--- src/rtl/fetch_unit_pkg.sv ---
// Shared definitions for the instruction fetch stage: default geometry,
// reset PC and the request-tracking state encoding.
package fetch_unit_pkg;

  localparam int FU_ADDR_W   = 8;
  localparam int FU_INSTR_W  = 16;
  localparam int FU_DEPTH    = 4;
  localparam int FU_RESET_PC = 0;

  typedef enum logic [1:0] {
    IDLE = 2'd0,
    BUSY = 2'd1,
    DROP = 2'd2
  } fetch_state_e;

endpackage

--- src/rtl/fetch_unit_if.sv ---
// Fetch-stage signal bundle: instruction memory req/ack, redirect from
// execute, and the valid/ready instruction stream toward decode.
interface fetch_unit_if
  import fetch_unit_pkg::*;
#(
  parameter int ADDR_W  = FU_ADDR_W,
  parameter int INSTR_W = FU_INSTR_W
);
  logic               imem_req;
  logic [ADDR_W-1:0]  imem_addr;
  logic               imem_ack;
  logic [INSTR_W-1:0] imem_data;
  logic               redirect_valid;
  logic [ADDR_W-1:0]  redirect_pc;
  logic               instr_valid;
  logic               instr_ready;
  logic [INSTR_W-1:0] instr;
  logic [ADDR_W-1:0]  instr_pc;

  modport master (
    output imem_req, imem_addr, instr_valid, instr, instr_pc,
    input  imem_ack, imem_data, redirect_valid, redirect_pc, instr_ready
  );

  modport slave (
    input  imem_req, imem_addr, instr_valid, instr, instr_pc,
    output imem_ack, imem_data, redirect_valid, redirect_pc, instr_ready
  );
endinterface

--- src/rtl/fetch_unit_fifo.sv ---
// Prefetch FIFO holding {instruction, address} pairs; flush empties it in
// one cycle. Storage is cleared by reset so the head reads zero after reset.
module fetch_unit_fifo #(
  parameter  int DEPTH = 4,
  parameter  int WIDTH = 24,
  localparam int PTR_W = $clog2(DEPTH),
  localparam int CNT_W = PTR_W + 1
) (
  input  logic             clk,
  input  logic             pcrst,
  input  logic             push,
  input  logic             pop,
  input  logic             flush,
  input  logic [WIDTH-1:0] wdata,
  output logic [CNT_W-1:0] count,
  output logic [WIDTH-1:0] head
);

  logic [WIDTH-1:0] mem_q [DEPTH];
  logic [PTR_W-1:0] rd_q, wr_q;
  logic [CNT_W-1:0] cnt_q;

  always_ff @(posedge clk or negedge pcrst) begin
    if (!pcrst) begin
      rd_q  <= '0;
      wr_q  <= '0;
      cnt_q <= '0;
      for (int i = 0; i < DEPTH; i++) mem_q[i] <= '0;
    end else if (flush) begin
      rd_q  <= '0;
      wr_q  <= '0;
      cnt_q <= '0;
    end else begin
      if (push) begin
        mem_q[wr_q] <= wdata;
        wr_q        <= wr_q + PTR_W'(1);
      end
      if (pop) rd_q <= rd_q + PTR_W'(1);
      cnt_q <= cnt_q + CNT_W'(push) - CNT_W'(pop);
    end
  end

  assign count = cnt_q;
  assign head  = mem_q[rd_q];

endmodule

--- src/rtl/fetch_unit.sv ---
// Instruction fetch stage: owns the PC, issues one outstanding memory
// request at a time, buffers returns in a prefetch FIFO, and handles redirects.
module fetch_unit
  import fetch_unit_pkg::*;
#(
  parameter int                ADDR_W   = FU_ADDR_W,
  parameter int                INSTR_W  = FU_INSTR_W,
  parameter int                DEPTH    = FU_DEPTH,
  parameter logic [ADDR_W-1:0] RESET_PC = ADDR_W'(FU_RESET_PC)
) (
  input logic        clk,
  input logic        pcrst,
  fetch_unit_if.master bus
);

  localparam int CNT_W   = $clog2(DEPTH) + 1;
  localparam int ENTRY_W = INSTR_W + ADDR_W;

  fetch_state_e      state_q, state_d;
  logic [ADDR_W-1:0] pc_q, pc_d, addr_q, addr_d, pc_inc;
  logic              push, pop, flush, space;
  logic [CNT_W-1:0]  cnt, cnt_nxt;
  logic [ENTRY_W-1:0] head;

  // A redirect flushes the queue, so it overrides both the push and the pop.
  assign flush   = bus.redirect_valid;
  assign pop     = bus.instr_valid & bus.instr_ready & ~flush;
  assign push    = (state_q == BUSY) & bus.imem_ack & ~flush;
  assign cnt_nxt = cnt + CNT_W'(push) - CNT_W'(pop);
  assign space   = cnt_nxt < CNT_W'(DEPTH);
  assign pc_inc  = pc_q + ADDR_W'(1);

  fetch_unit_fifo #(
    .DEPTH (DEPTH),
    .WIDTH (ENTRY_W)
  ) u_fifo (
    .clk   (clk),
    .pcrst (pcrst),
    .push  (push),
    .pop   (pop),
    .flush (flush),
    .wdata ({bus.imem_data, bus.imem_addr}),
    .count (cnt),
    .head  (head)
  );

  always_ff @(posedge clk or negedge pcrst) begin
    if (!pcrst) begin
      state_q <= IDLE;
      pc_q    <= RESET_PC;
      addr_q  <= RESET_PC;
    end else begin
      state_q <= state_d;
      pc_q    <= pc_d;
      addr_q  <= addr_d;
    end
  end

  always_comb begin
    state_d = state_q;
    pc_d    = pc_q;
    addr_d  = addr_q;
    if (bus.redirect_valid) begin
      pc_d = bus.redirect_pc;
      unique case (state_q)
        IDLE: begin
          state_d = BUSY;
          addr_d  = bus.redirect_pc;
        end
        BUSY, DROP: begin
          // The old request must still complete; its address stays on the bus.
          if (bus.imem_ack) begin
            state_d = BUSY;
            addr_d  = bus.redirect_pc;
          end else begin
            state_d = DROP;
          end
        end
        default: state_d = IDLE;
      endcase
    end else begin
      unique case (state_q)
        IDLE: begin
          if (space) begin
            state_d = BUSY;
            addr_d  = pc_q;
          end
        end
        BUSY: begin
          if (bus.imem_ack) begin
            pc_d = pc_inc;
            if (space) addr_d  = pc_inc;
            else       state_d = IDLE;
          end
        end
        DROP: begin
          if (bus.imem_ack) begin
            state_d = BUSY;
            addr_d  = pc_q;
          end
        end
        default: state_d = IDLE;
      endcase
    end
  end

  always_comb begin
    bus.imem_req    = (state_q != IDLE);
    bus.imem_addr   = addr_q;
    bus.instr_valid = (cnt != '0);
    bus.instr       = head[ENTRY_W-1:ADDR_W];
    bus.instr_pc    = head[ADDR_W-1:0];
  end

endmodule

--- src/flat_wrapper.sv ---
// flat-port wrapper written by rule: the top's interface ports become plain ports
module fetch_unit_flat import fetch_unit_pkg::*;
#(
  parameter int                ADDR_W   = FU_ADDR_W,
  parameter int                INSTR_W  = FU_INSTR_W,
  parameter int                DEPTH    = FU_DEPTH,
  parameter logic [ADDR_W-1:0] RESET_PC = ADDR_W'(FU_RESET_PC)
)
  (clk, pcrst, bus_imem_req, bus_imem_addr, bus_instr_valid, bus_instr, bus_instr_pc, bus_imem_ack, bus_imem_data, bus_redirect_valid, bus_redirect_pc, bus_instr_ready);
  fetch_unit_if #(.ADDR_W(ADDR_W), .INSTR_W(INSTR_W)) bus_i ();
  input logic clk;
  input logic pcrst;
  output wire logic [$bits(bus_i.imem_req)-1:0] bus_imem_req;
  output wire logic [$bits(bus_i.imem_addr)-1:0] bus_imem_addr;
  output wire logic [$bits(bus_i.instr_valid)-1:0] bus_instr_valid;
  output wire logic [$bits(bus_i.instr)-1:0] bus_instr;
  output wire logic [$bits(bus_i.instr_pc)-1:0] bus_instr_pc;
  input wire logic [$bits(bus_i.imem_ack)-1:0] bus_imem_ack;
  input wire logic [$bits(bus_i.imem_data)-1:0] bus_imem_data;
  input wire logic [$bits(bus_i.redirect_valid)-1:0] bus_redirect_valid;
  input wire logic [$bits(bus_i.redirect_pc)-1:0] bus_redirect_pc;
  input wire logic [$bits(bus_i.instr_ready)-1:0] bus_instr_ready;
  assign bus_imem_req = bus_i.imem_req;
  assign bus_imem_addr = bus_i.imem_addr;
  assign bus_instr_valid = bus_i.instr_valid;
  assign bus_instr = bus_i.instr;
  assign bus_instr_pc = bus_i.instr_pc;
  assign bus_i.imem_ack = bus_imem_ack;
  assign bus_i.imem_data = bus_imem_data;
  assign bus_i.redirect_valid = bus_redirect_valid;
  assign bus_i.redirect_pc = bus_redirect_pc;
  assign bus_i.instr_ready = bus_instr_ready;
  fetch_unit #(.ADDR_W(ADDR_W), .INSTR_W(INSTR_W), .DEPTH(DEPTH), .RESET_PC(RESET_PC)) u_core (.clk(clk), .pcrst(pcrst), .bus(bus_i));
endmodule
--- config.mk ---
export PLATFORM = sky130hd
export DESIGN_NAME = fetch_unit_flat
export DESIGN_NICKNAME = d
export VERILOG_FILES = /design/src/rtl/fetch_unit_pkg.sv /design/src/rtl/fetch_unit_if.sv /design/src/rtl/fetch_unit_fifo.sv /design/src/rtl/fetch_unit.sv /design/src/flat_wrapper.sv
export SDC_FILE = /design/constraint.sdc
export NUM_CORES = 1
export LEC_CHECK = 0
export ABC_AREA = 1
export BUFFER_PORTS_ARGS = -buffer_cell sky130_fd_sc_hd__buf_2
export CAP_MARGIN = 40
export CORE_MARGIN = 5
export CORE_UTILIZATION = 50
export DETAILED_ROUTE_END_ITERATION = 7
export GPL_TIMING_DRIVEN = 0
export MAX_ROUTING_LAYER = met4
export PLACE_DENSITY = 0.68
export SLEW_MARGIN = 20
export SYNTH_ARGS = -nofsm -noshare
export SYNTH_HDL_FRONTEND = slang
export SYNTH_SLANG_ARGS = --single-unit
--- constraint.sdc ---
create_clock -name clk -period 3.5 [get_ports clk]
set_input_delay 0.7 -clock clk [delete_from_list [all_inputs] [get_ports clk]]
set_output_delay 0.7 -clock clk [all_outputs]
set_load 0.005 [all_outputs]
### After elaboration in Yosys (flattened, before gate mapping)

Index checks and enable logic that the tools add are counted.

* word-level logic and storage cells: 79
* flip-flop bits (word level): 121

* reduce and logical (&&, ||, !) cells: 14
* bitwise operators: 7
* add/subtract/negate cells: 5
* mux-type cells: 30
* equality and inequality tests: 9
* magnitude comparators: 4

Operators by type and width (count)
* $bwmux W96: 1
* $mux W24: 3
* $mux W8: 9
* $bmux W24 S2: 1
* $demux W24 S2: 1
* $pmux W8 S3: 1
* $mux W2: 10
* $pmux W8 S2: 1
* $ne A3 B3 Y1 const B: 4
* $reduce_bool A2 Y1: 5
* $add A8 B1 Y8 const B: 1
* $reduce_and A7 Y1: 1
* $ge A3 B3 Y1 const B: 2
* $ne A3 B2 Y1 const B: 2
* $not A2 Y3: 2
* $pmux W2 S3: 1
* $add A2 B1 Y2 const B: 2
* $and A1 B1 Y1: 4
* $pmux W2 S2: 1
* $reduce_and A2 Y1: 2
* $reduce_and A4 Y1: 1
* $reduce_bool A4 Y1: 1
* $add A3 B1 Y3: 1
* $lt A3 B1 Y1 const B: 1
* other kinds (11): 11

### Depth between registers and ports, before layout

* word-level depth: 10
* gate-level depth with buffers: 17
* gate-level depth less buffers: 17

### By module

Synthesis repeated with hierarchy kept, for this count alone.

* cells, all modules: 751
* area, all modules: 6229.7 um^2

By module, submodules not included
* fetch_unit_fifo: cells each 565, times used 1, sequential area each 2577.5 um^2, area each 4911.0 um^2
* fetch_unit: cells each 186, times used 1, sequential area each 450.4 um^2, area each 1318.8 um^2

### Least setup slack after synthesis

OpenSTA, ideal clock, no wires.

* path type: reg-to-reg
* from: reg u_core.state_q[1]
* to: reg u_core.addr_q[3], in the netlist u_core.bus.imem_addr[3]
* data required time: 3.384 ns
* setup slack: 0.827 ns
* buffers on the path: 0
* stages on the path, launching flop included: 17
* period minus slack after synthesis: 2.673 ns
* data arrival time: 2.557 ns
* cell sequence: dfrtp_1 inv_1 ha_1 nand2_2 nor2_4 inv_1 ha_1 inv_1 ha_1 inv_1 fa_1 inv_1 nand2_1 nand3_1 nand3_2 nand2_1 nand2_1

* longest elaborated chain between the ends: 8

Ends and longest elaborated chain
* start, declared: line fetch_unit.sv:19 `fetch_state_e state_q, state_d;`
* start signal, assigned: line fetch_unit.sv:53 `state_q <= state_d;`
* $eq A2 B1 Y1: line fetch_unit.sv:28, fetch_unit.sv:65, fetch_unit.sv:82
* $and A1 B1 Y1 (2 in a row): line fetch_unit.sv:28 `assign push = (state_q == BUSY) & bus.imem_ack & ~flush;`
* $add A3 B1 Y3: line fetch_unit.sv:29 `assign cnt_nxt = cnt + CNT_W'(push) - CNT_W'(pop);`
* $sub A3 B1 Y3: line fetch_unit.sv:29
* $lt A3 B3 Y1: line fetch_unit.sv:30 `assign space = cnt_nxt < CNT_W'(DEPTH);`
* $ne A3 B2 Y1 (no line)
* $reduce_and A7 Y1 (no line)
* end signal, assigned: line fetch_unit.sv:55 `addr_q <= addr_d;`
* end, declared: line fetch_unit.sv:20 `logic [ADDR_W-1:0] pc_q, pc_d, addr_q, addr_d, pc_inc;`

Several ways; a longest one is shown, not always the timed one.
A chain may end at the register's enable or synchronous reset.

### Worst setup path in the final report

* from: reg u_core.state_q[1]
* to: reg u_core.addr_q[0], in the netlist u_core.bus.imem_addr[0]

Same word-level chain as after synthesis.

==> flow_metrics.tcl <==
set metrics [dict create \
    ir_drop_mv 0.421 \
    grt_max_degree 68 \
    cts_buffer_depth 2 \
    ys_seq_area_frac 0.516 \
    antenna_found_initial 0 \
    hold_buffers 0 \
    worstPathArrival_ns 3.39 \
    p_per_area_nw_per_um2 854 \
    fmax_ghz 0.324 \
    hold_path_class "input pin to async pin" \
    rows 39 \
    die_height_um 118 \
    drt-pass1-iter-count 5 \
    cts_tree "done" \
    synth_nets 736 \
    reg2reg_from "u_core.state_q[1]$_DFFE_PN0P_" \
    cts_buffers 17 \
    final_common_cell "nand2_1" \
    die_x_um 118 \
    nets 818 \
    slew_headroom 0.569 \
    viasPerCell 5.48 \
    yosys_register_bits 121 \
    slew_viol_final 0 \
    coreArea_sq_um 11500 \
    period_needed_ns 3.08 \
    cp_max_fo 10 \
    period_share 0.881 \
    diodes 0 \
    cts_resized 0 \
    post_drt_wl_per_cell_um 16.5 \
    die-area_sq_um 14000 \
    yosysWarnings 0 \
    initial_core_util 0.511 \
    power_mw 5.95 \
    cts_max_level 4 \
    drc 0 \
    syn-instance-count 695 \
    fillers 994 \
    yosysTopAreaCell "dfrtp_1" \
    setup.reg_to_reg.worst_slack_ns 0.42 \
    final_core_util 0.608 \
    drt_iter0_drc 370 \
    rsz0062_at_grt "false" \
    finalSetupTns_ns 0 \
    maxCapViolCount 0 \
    status "finished, final reports clean" \
    total_leakage_power_nw 3.54 \
    critPathLaunchType "flip-flop" \
    clkSinkCount 121 \
    end_kind "flip-flop" \
    skew_ns 0.00753 \
    tightest_slew_ns 0.647 \
    cts_root_buf "clkbuf_16" \
    clock_insertion_delay_worst_skew_ns 0.42 \
    overflow 0 \
    reg2regPathDepth 16 \
    yosysUniqueCellTypes 28 \
    worstPathRequired_ns 3.80 \
    gp_congestion 0.890 \
    io_buffers 62 \
    cts.clk_slew.worst_paths_ns 0.05 \
    grt_pass1_vias 5157 \
    syn_area_sq_um 5860 \
    postCtsSetupBuffers 0 \
    finalSetupViolations 0 \
    mostFrequentLayoutCells "nand2_1, dfrtp_1, o21ai_0, buf_2" \
    postRouteAntennaNets 0 \
    path_class "flip-flop to flip-flop" \
    avgSynthCellArea_sq_um 8.44 \
    finalHoldViolations 0 \
    track_usage 0.236 \
    grt_pass1_wl_mm 25.7 \
    drive_above_1_share 0.184 \
    vias 5113 \
    post-synth-top-area-fraction 0.516 \
    routed_wl_mm 15.4 \
    syn2layout_area_growth_pct 18.9 \
    io_pins 63 \
    r2r_end "u_core.bus.imem_addr[0]$_DFFE_PN0P_" \
    dp_hpwl_mm 10.6 \
    synthTopCellsByArea "dfrtp_1, nand2_1, o21ai_0" \
]
[how the worst max path moves through the flow]
stage | from | end | slack (ns) | depth (start not counted)
6_report | u_core.state_q[1]$_DFFE_PN0P_ | u_core.bus.imem_addr[0]$_DFFE_PN0P_ | 0.42 | 16
3_3_place_gp | pcrst | u_core.u_fifo.mem_q[69]$_DFFE_PN0P_ | 0.27 | 1
4_1_cts | u_core.state_q[1]$_DFFE_PN0P_ | u_core.bus.imem_addr[0]$_DFFE_PN0P_ | 0.39 | 16
5_1_grt | u_core.state_q[1]$_DFFE_PN0P_ | u_core.bus.imem_addr[3]$_DFFE_PN0P_ | 0.18 | 16
2_1_floorplan | u_core.state_q[1]$_DFFE_PN0P_ | u_core.bus.imem_addr[3]$_DFFE_PN0P_ | 0.83 | 16
3_5_place_dp | bus_imem_ack | u_core.bus.imem_addr[0]$_DFFE_PN0P_ | 0.35 | 15
[worst max-delay path, stage by stage, from the launching register on]
cell	delay [ns]
dfrtp_1	0.40
inv_1	0.09
ha_1	0.25
nand2_2	0.11
nor2_4	0.35
inv_1	0.09
ha_1	0.30
inv_1	0.06
ha_1	0.14
inv_1	0.05
fa_1	0.38
inv_1	0.07
nand2_1	0.08
nand3_1	0.21
nand3_2	0.21
nand2_1	0.12
nand2_1	0.07
[sequential cells by signal (all words and copies together), names as in the netlist]
name and flops:
u_core.u_fifo.mem_q 96, u_core.bus.imem_addr 8, u_core.pc_q 8, u_core.u_fifo.count 3
u_core.state_q 2, u_core.u_fifo.rd_q 2, u_core.u_fifo.wr_q 2
[per-stage QoR]
stage	cells	area (sq um)	setup WS [ns]	hold WS, ns
2_1_floorplan	695	5860	0.827	0.404
3_3_place_gp	900	6350	0.266	0.460
3_5_place_dp	901	6390	0.346	0.464
4_1_cts	933	6970	0.392	0.254
5_1_grt	933	6970	0.183	0.274
6_report	933	6970	0.418	0.240
[where the power goes]
group	internal, mW	switching (mW)
Clock	1.12	0.606
Sequential	1.82	0.275
Combinational	0.813	1.32
[layer usage]
metal	vias up	global-route usage	part of all wire
met3	34	0.0611	0.057
met4	0	0.0760	0.019
met1	2445	0.309	0.45
met2	175	0.360	0.47
li1	2459	-	-
met5	-	-	0
[cells in the mapped netlist]
cell,instances
nand2_2,3
nor2_4,3
nand3_1,23
buf_6,13
o22ai_1,24
nand4_1,4
nand2_1,180
a21oi_1,4
o211ai_1,1
nor2_1,63
buf_2,10
o21ai_0,73
nand3b_1,1
or2_2,1
a21boi_0,4
clkbuf_1,14
nand3_2,1
ha_1,11
nor2_2,2
nand2_4,4
inv_2,1
o21ai_1,63
a31oi_1,2
nor3_1,2
o21ai_2,16
fa_1,1
inv_1,50
dfrtp_1,121
[logic make-up after synthesis]
logic type                 after synthesis  synth area share
AOI/OAI and AO/OA                      187             0.178
DFF                                    121             0.516
and+or+nand+nor                        287             0.204
buffers and inverters                   88            0.0751
adders and majority gates               12            0.0269
[area by class of cell]
| type | count | area, sq um | area share |
|---|---|---|---|
| sequential | 121 | 3030 | 0.434 |
| multi-input combinational | 486 | 2390 | 0.344 |
| clock buffer | 25 | 495 | 0.0711 |
| timing repair buffer | 63 | 344 | 0.0494 |
| buffer | 37 | 249 | 0.0357 |
| inverter | 51 | 191 | 0.0275 |
| tap | 143 | 179 | 0.0257 |
| clock inverter | 7 | 90.1 | 0.0129 |
Power figures use the tool's default switching activity.
